**config.mk**
```make
export PLATFORM = sky130hd
export DESIGN_NAME = vga_sync_receiver
export DESIGN_NICKNAME = d
export VERILOG_FILES = /design/src/rtl/vga_sync_receiver.sv
export SDC_FILE = /design/constraint.sdc
export NUM_CORES = 1
export LEC_CHECK = 0
export BUFFER_PORTS_ARGS = -buffer_cell sky130_fd_sc_hd__buf_2
export CORE_MARGIN = 2
export CORE_UTILIZATION = 35
export CTS_BUF_LIST = sky130_fd_sc_hd__clkbuf_8
export DETAILED_ROUTE_END_ITERATION = 8
export REMOVE_ABC_BUFFERS = 1
export SYNTH_ARGS = -nofsm -noshare
export SYNTH_HDL_FRONTEND = slang
export SYNTH_SLANG_ARGS = --single-unit
```
**constraint.sdc**
```tcl
create_clock -name clk_i -period 3.7 [get_ports clk_i]
set_input_delay 0.555 -clock clk_i [delete_from_list [all_inputs] [get_ports clk_i]]
set_output_delay 0.555 -clock clk_i [all_outputs]
set_load 0.05 [all_outputs]
```
**src/rtl/vga_sync_receiver.sv**
```systemverilog
// VGA sync receiver: recovers pixel coordinates from h/v sync, checks the frame timing and locks.
// Define VGA_RX_FRAME_SUM_EN to add a per-frame checksum of captured pixels on frame_sum_o.
module vga_sync_receiver #(
   parameter int PIX_DIV  = 4,
   parameter int H_ACTIVE = 640,
   parameter int H_SYNC   = 96,
   parameter int H_BP     = 48,
   parameter int H_TOTAL  = 800,
   parameter int V_ACTIVE = 480,
   parameter int V_SYNC   = 2,
   parameter int V_BP     = 33,
   parameter int V_TOTAL  = 525
) (
   input  logic        clk_i,
   input  logic        rst_ni,
   input  logic        h_sync_i,
   input  logic        v_sync_i,
   input  logic        r_i,
   input  logic        g_i,
   input  logic        b_i,
   output logic        pix_valid_o,
   output logic [9:0]  pix_x_o,
   output logic [9:0]  pix_y_o,
   output logic [2:0]  pix_rgb_o,
   output logic        locked_o,
   output logic        frame_done_o,
   output logic [11:0] line_len_o,
   output logic [10:0] frame_lines_o,
   output logic [7:0]  err_cnt_o,
   output logic [15:0] frame_sum_o
);

   localparam int          DIV_W     = (PIX_DIV > 1) ? $clog2(PIX_DIV) : 1;
   localparam logic [11:0] H_TOTAL_C = 12'(H_TOTAL);
   localparam logic [11:0] H_SYNC_C  = 12'(H_SYNC);
   localparam logic [11:0] H_TMO     = 12'(2 * H_TOTAL);
   localparam logic [11:0] H_X0      = 12'(H_SYNC + H_BP);
   localparam logic [11:0] H_X1      = 12'(H_SYNC + H_BP + H_ACTIVE);
   localparam logic [10:0] V_TOTAL_C = 11'(V_TOTAL);
   localparam logic [10:0] V_Y0      = 11'(V_SYNC + V_BP);
   localparam logic [10:0] V_Y1      = 11'(V_SYNC + V_BP + V_ACTIVE);

   typedef enum logic [1:0] {SEARCH, MEASURE, LOCKED} state_e;

   state_e      state_q;
   logic        hs_q, vs_q, hs_prev_q, vs_prev_q;
   logic [2:0]  rgb_q;
   logic [DIV_W-1:0] div_q, div_d;
   logic [11:0] hcnt_q, hcnt_d, hcnt_inc, x_off;
   logic [10:0] vcnt_q, vcnt_d, vcnt_inc, y_off;
   logic        line_ok_q, frame_err_q, locked_q, frame_done_q;
   logic        pix_valid_q;
   logic [9:0]  pix_x_q, pix_y_q;
   logic [2:0]  pix_rgb_q;
   logic [11:0] line_len_q;
   logic [10:0] frame_lines_q;
   logic [7:0]  err_cnt_q;
   logic        h_fall, h_rise, v_fall, tick, cap;
   logic        err_line, err_pulse, err_frame, err_tmo, any_err;
   logic [2:0]  n_err;
   logic [8:0]  err_sum;

   assign h_fall   = hs_prev_q & ~hs_q;
   assign h_rise   = ~hs_prev_q & hs_q;
   assign v_fall   = vs_prev_q & ~vs_q;
   assign tick     = h_fall | (div_q == '0);
   assign hcnt_inc = hcnt_q + 12'd1;
   assign vcnt_inc = vcnt_q + 11'd1;

   always_comb begin
      // NOTE: every signal written here gets a default first, so no latch is inferred.
      div_d = div_q + DIV_W'(1);
      if (h_fall) div_d = DIV_W'(1 % PIX_DIV);
      else if (div_q == DIV_W'(PIX_DIV - 1)) div_d = '0;
      hcnt_d = hcnt_q;
      if (h_fall) hcnt_d = '0;
      else if (tick && hcnt_q != H_TMO) hcnt_d = hcnt_inc;
      vcnt_d = vcnt_q;
      if (v_fall) vcnt_d = '0;
      else if (h_fall) vcnt_d = vcnt_inc;
   end

   // line_ok_q is only set outside SEARCH, once a whole line/pulse has been timed from a fall.
   assign err_line  = h_fall & line_ok_q & (hcnt_inc != H_TOTAL_C);
   assign err_pulse = h_rise & line_ok_q & (hcnt_inc != H_SYNC_C);
   assign err_frame = v_fall & (state_q != SEARCH) & (vcnt_inc != V_TOTAL_C);
   assign err_tmo   = tick & ~h_fall & (state_q != SEARCH) & (hcnt_q == H_TMO - 12'd1);
   assign any_err   = err_line | err_pulse | err_frame | err_tmo;
   assign n_err     = {2'b0, err_line} + {2'b0, err_pulse} + {2'b0, err_frame} + {2'b0, err_tmo};
   assign err_sum   = {1'b0, err_cnt_q} + {6'b0, n_err};

   // Counters run one cycle ahead of the pixel data, so the next-state value names the pixel in rgb_q.
   assign cap   = (state_q == LOCKED) && tick && (hcnt_d >= H_X0) && (hcnt_d < H_X1)
                  && (vcnt_d >= V_Y0) && (vcnt_d < V_Y1);
   assign x_off = hcnt_d - H_X0;
   assign y_off = vcnt_d - V_Y0;

   always_ff @(posedge clk_i or negedge rst_ni) begin
      if (!rst_ni) begin
         hs_q          <= 1'b1;
         vs_q          <= 1'b1;
         hs_prev_q     <= 1'b1;
         vs_prev_q     <= 1'b1;
         rgb_q         <= '0;
         div_q         <= '0;
         hcnt_q        <= '0;
         vcnt_q        <= '0;
         line_len_q    <= '0;
         frame_lines_q <= '0;
         err_cnt_q     <= '0;
         pix_valid_q   <= 1'b0;
         pix_x_q       <= '0;
         pix_y_q       <= '0;
         pix_rgb_q     <= '0;
      end else begin
         // NOTE: sequential state uses non-blocking assignments so every flop samples pre-edge values.
         hs_q      <= h_sync_i;
         vs_q      <= v_sync_i;
         hs_prev_q <= hs_q;
         vs_prev_q <= vs_q;
         rgb_q     <= {r_i, g_i, b_i};
         div_q     <= div_d;
         hcnt_q    <= hcnt_d;
         vcnt_q    <= vcnt_d;
         if (h_fall) line_len_q <= hcnt_inc;
         if (v_fall) frame_lines_q <= vcnt_inc;
         if (any_err) err_cnt_q <= err_sum[8] ? 8'hFF : err_sum[7:0];
         pix_valid_q <= cap;
         if (cap) begin
            pix_x_q   <= x_off[9:0];
            pix_y_q   <= y_off[9:0];
            pix_rgb_q <= rgb_q;
         end
      end
   end

   always_ff @(posedge clk_i or negedge rst_ni) begin
      if (!rst_ni) begin
         state_q      <= SEARCH;
         locked_q     <= 1'b0;
         frame_done_q <= 1'b0;
         line_ok_q    <= 1'b0;
         frame_err_q  <= 1'b0;
      end else begin
         frame_done_q <= 1'b0;
         unique case (state_q)
            SEARCH: begin
               line_ok_q <= 1'b0;
               if (v_fall) begin
                  state_q     <= MEASURE;
                  frame_err_q <= 1'b0;
                  line_ok_q   <= h_fall;
               end
            end
            MEASURE: begin
               if (h_fall) line_ok_q <= 1'b1;
               if (v_fall) begin
                  frame_err_q <= 1'b0;
                  if (!(frame_err_q || any_err)) begin
                     state_q      <= LOCKED;
                     locked_q     <= 1'b1;
                     frame_done_q <= 1'b1;
                  end
               end else if (any_err) begin
                  frame_err_q <= 1'b1;
               end
            end
            LOCKED: begin
               frame_done_q <= v_fall;
               if (any_err) begin
                  state_q   <= SEARCH;
                  locked_q  <= 1'b0;
                  line_ok_q <= 1'b0;
               end
            end
            default: begin
               state_q   <= SEARCH;
               locked_q  <= 1'b0;
               line_ok_q <= 1'b0;
            end
         endcase
      end
   end

`ifdef VGA_RX_FRAME_SUM_EN
   logic [15:0] acc_q, frame_sum_q;
   logic        leave_lock;
   assign leave_lock = (state_q == LOCKED) && any_err;

   always_ff @(posedge clk_i or negedge rst_ni) begin
      if (!rst_ni) begin
         acc_q       <= '0;
         frame_sum_q <= '0;
      end else begin
         if (frame_done_q) frame_sum_q <= acc_q;
         if (frame_done_q || leave_lock) acc_q <= '0;
         else if (pix_valid_q) acc_q <= acc_q + {13'b0, pix_rgb_q};
      end
   end
   assign frame_sum_o = frame_sum_q;
`else
   assign frame_sum_o = 16'd0;
`endif

   assign pix_valid_o   = pix_valid_q;
   assign pix_x_o       = pix_x_q;
   assign pix_y_o       = pix_y_q;
   assign pix_rgb_o     = pix_rgb_q;
   assign locked_o      = locked_q;
   assign frame_done_o  = frame_done_q;
   assign line_len_o    = line_len_q;
   assign frame_lines_o = frame_lines_q;
   assign err_cnt_o     = err_cnt_q;

endmodule
```
==> impl_metrics.ini <==
[global_routing]
grt.overflow.total = 0
track_usage_pct = 15.3
grt_max_degree = 43
antenna_found_initial = 0
grt_pass1_wl_um = 19900
grt_pass1_vias = 3973

[cts]
clk_latency_ps = 360
cts_root_buffer = clkbuf_8
cts.clk_slew.worst_paths_ps = 90
cts_tree = done
htree_num_levels = 3
clock_sinks = 93
clk_path_buf_depth = 2
cts_buffers = 9
cts_hold_buf = 0

[cells_and_area]
fin_nets = 631
drive_above_1_share_pct = 32.0
register_area_mm2 = 0.00234
final_cell_mix = 84 x dfrtp_1, 64 x nand2_1, 62 x buf_2
antenna_cells = 0
final_common_cell = dfrtp_1
post-route-cell-area_mm2 = 0.00621
multi_input_area_mm2 = 0.00270
nFillCells = 1430
synthToLayoutAreaGrowth_pct = 17.2

[placed_design]
dp_hpwl_um = 8630
finalWeightedCongestion = 0.912
io_buffers = 63
post-place-ws_ps = -100
placed_cell_area_mm2 = 0.00592

[detailed_routing]
routed_wl_um = 11900
drc = 0
drtIter0Drc = 297
route.vias.total = 3960
drtPass1Iterations = 4
avgViaCountPerCell = 4.97
ant_nets = 0
routedWlPerCell_um = 15.0

[worst_setup_path]
cp_max_fo = 5
crit_chain = ha_2 -> nand2_1 -> nor3_2 -> mux2i_1 -> a311oi_2 -> buf_4 -> fa_1 -> inv_1 -> fa_2 -> inv_2 -> fa_2 -> nand4_1 -> buf_4 -> nand2_1 -> mux2_2
path_delay_family = adder cells
critPathCaptureType = flop
required_ps = 3950
crit_arrival_ps = 3870
cpPeakStageDelay_ps = 450
worst_path_max_delay_cell = dfrtp_1
critPathBufInv = 4
path_class = flop to flop
cp-start-kind = flop

[logic_synthesis]
synth_cell_type_count = 75
synth-compound-area-share_pct = 11.0
synth-edff-count = 0
syn-cell-area_mm2 = 0.00530
synth_warnings = 0
yosys-mux-area-fraction_pct = 7.06
synth-adder-area-share_pct = 4.20
ys_seq_elements = 93
ys_async_sr_fraction_pct = 100
synth_top_family_by_area = simple AND/OR/NAND/NOR gates
yosys.area_share.simple_pct = 18.2
ys.flop_type = dfrtp_1
syn-instance-count = 517
avgSynthCellArea_um2 = 10.2
yosysSeqAreaShare_pct = 44.0
synth_xor_area_share_pct = 7.94

[floorplan]
die_area_mm2 = 0.0161
io_pins = 80
dieHeight_um = 127
core_area_mm2 = 0.0146
row_count = 44
dieWidth_um = 127
start_util_pct = 36.2

[flow_run]
max_cap_viol_count = 0

[sta]
hold_ws_ps = 186
fin_ws_ps = 77.3
report.final.slew_viol_count = 0
finalHoldViolations = 0
fin_crit_ps = 3620
maxSlewHeadroom_pct = 62.4
setup_viol = 0
fin_worst_skew_ps = 11.7
tightest_slew_ps = 556
max_freq_mhz = 276
rsz0062_at_grt = yes
post-route-period-util_pct = 97.9

[power]
peakVddDrop_uv = 166
power_density_mw_per_mm2 = 446
leakage_nw = 2.94

[status]
status = complete, no violations

[hold_path]
hold_class = primary input to async pin
state kept, by name, indices dropped and copies added, names as in the netlist, 2 cells and up:
signal         flops
hcnt_q            12
line_len_o        12
frame_lines_o     11
vcnt_q            11
pix_x_o           10
pix_y_o           10
err_cnt_o          8
pix_rgb_o          3
rgb_q              3
div_q              2
state_q            2
logic make-up after synthesis:
| kind of cell | after synthesis |
|---|---|
| other | 1 |
| multiplexers | 28 |
| AND/OR/NAND/NOR | 183 |
| buffers and inverters | 69 |
| AO/OA/AOI/OAI | 79 |
| flip-flops | 93 |
| adder cells (fa/ha/maj) | 16 |
| XOR/XNOR | 48 |
area by class of cell:
class	count	area share (%)
well taps	184	3.71
clock buffers	10	2.22
clock inverters	5	0.464
flip-flops and latches	93	37.7
inverters	24	1.45
repair buffers	110	11.0
multi-input cells	370	43.5
stage by stage:
step	instances	total power, mW	util [%]	setup TNS (ps)
after floorplan	487	1.86	-	-19550
after global placement	775	2.12	40.4	0
after detailed placement	775	2.15	40.4	-377
after CTS	791	2.77	41.7	0
after global routing	796	2.94	42.4	-440
final	796	2.77	42.4	0
what timing repair did:
item	CTS	global route
cloned	0	0
pin swaps	3	13
resized for setup	4	18
setup buffers	1	5
endpoints found under the setup margin	8	29
worst register-to-register path, delay by kind of cell, from the launching register on:
kind / cells / cell delay, ps
and+or+nand+nor: 4 / 570
adders and majority gates: 4 / 1260
buffers and inverters: 4 / 460
DFF: 1 / 450
AOI/OAI and AO/OA: 1 / 370
muxes: 2 / 390
report_power, final:
part,leakage (nW),internal (mW),switching (mW)
logic,1.62,0.311,0.627
registers,1.24,1.12,0.0986
clock network,0.0853,0.254,0.354
total,2.94,1.69,1.08
worst paths after layout:
check                                     to  slack [ps]      start  cells past startpoint
worst max-delay path            err_cnt_o[5]          80  vcnt_q[0]                     15
worst min-delay path               vcnt_q[5]         190     rst_ni                      1
worst max register to register  err_cnt_o[5]          80  vcnt_q[0]                     15
worst min register to register     vs_prev_q         380       vs_q                      0
max in group asynchronous          hcnt_q[4]        2690     rst_ni                      2
min in group clk_i                      hs_q         290   h_sync_i                      1
cells in the mapped netlist, drive strengths merged, types with 4 or more instances:
cell type / count / share of area (%)
clkbuf: 10 / 0.71
or3: 4 / 0.57
mux2i: 4 / 0.76
nand3: 12 / 1.8
buf: 35 / 5.1
nor3: 19 / 2.1
dfrtp: 89 / 42
and3: 4 / 0.47
nand4: 8 / 1.2
o21ai: 27 / 2.6
a31oi: 7 / 0.83
a21oi: 14 / 1.4
inv: 24 / 1.7
nand2: 64 / 4.5
nor2: 41 / 3.1
mux2: 24 / 6.3
nand2b: 4 / 0.61
xnor2: 27 / 4.5
dfstp: 4 / 2.0
nor4: 8 / 1.1
nor2b: 6 / 0.71
ha: 13 / 3.1
xor2: 21 / 3.5
metal layers:
metal	share of wire, %	GRT usage, %	wire length, um
met2	48	25.7	5670
met5	0	0	0
met3	4.9	3.14	579
met1	46	19.8	5460
met4	1.8	4.78	211
Note: power is estimated with default switching activity, not from simulation.
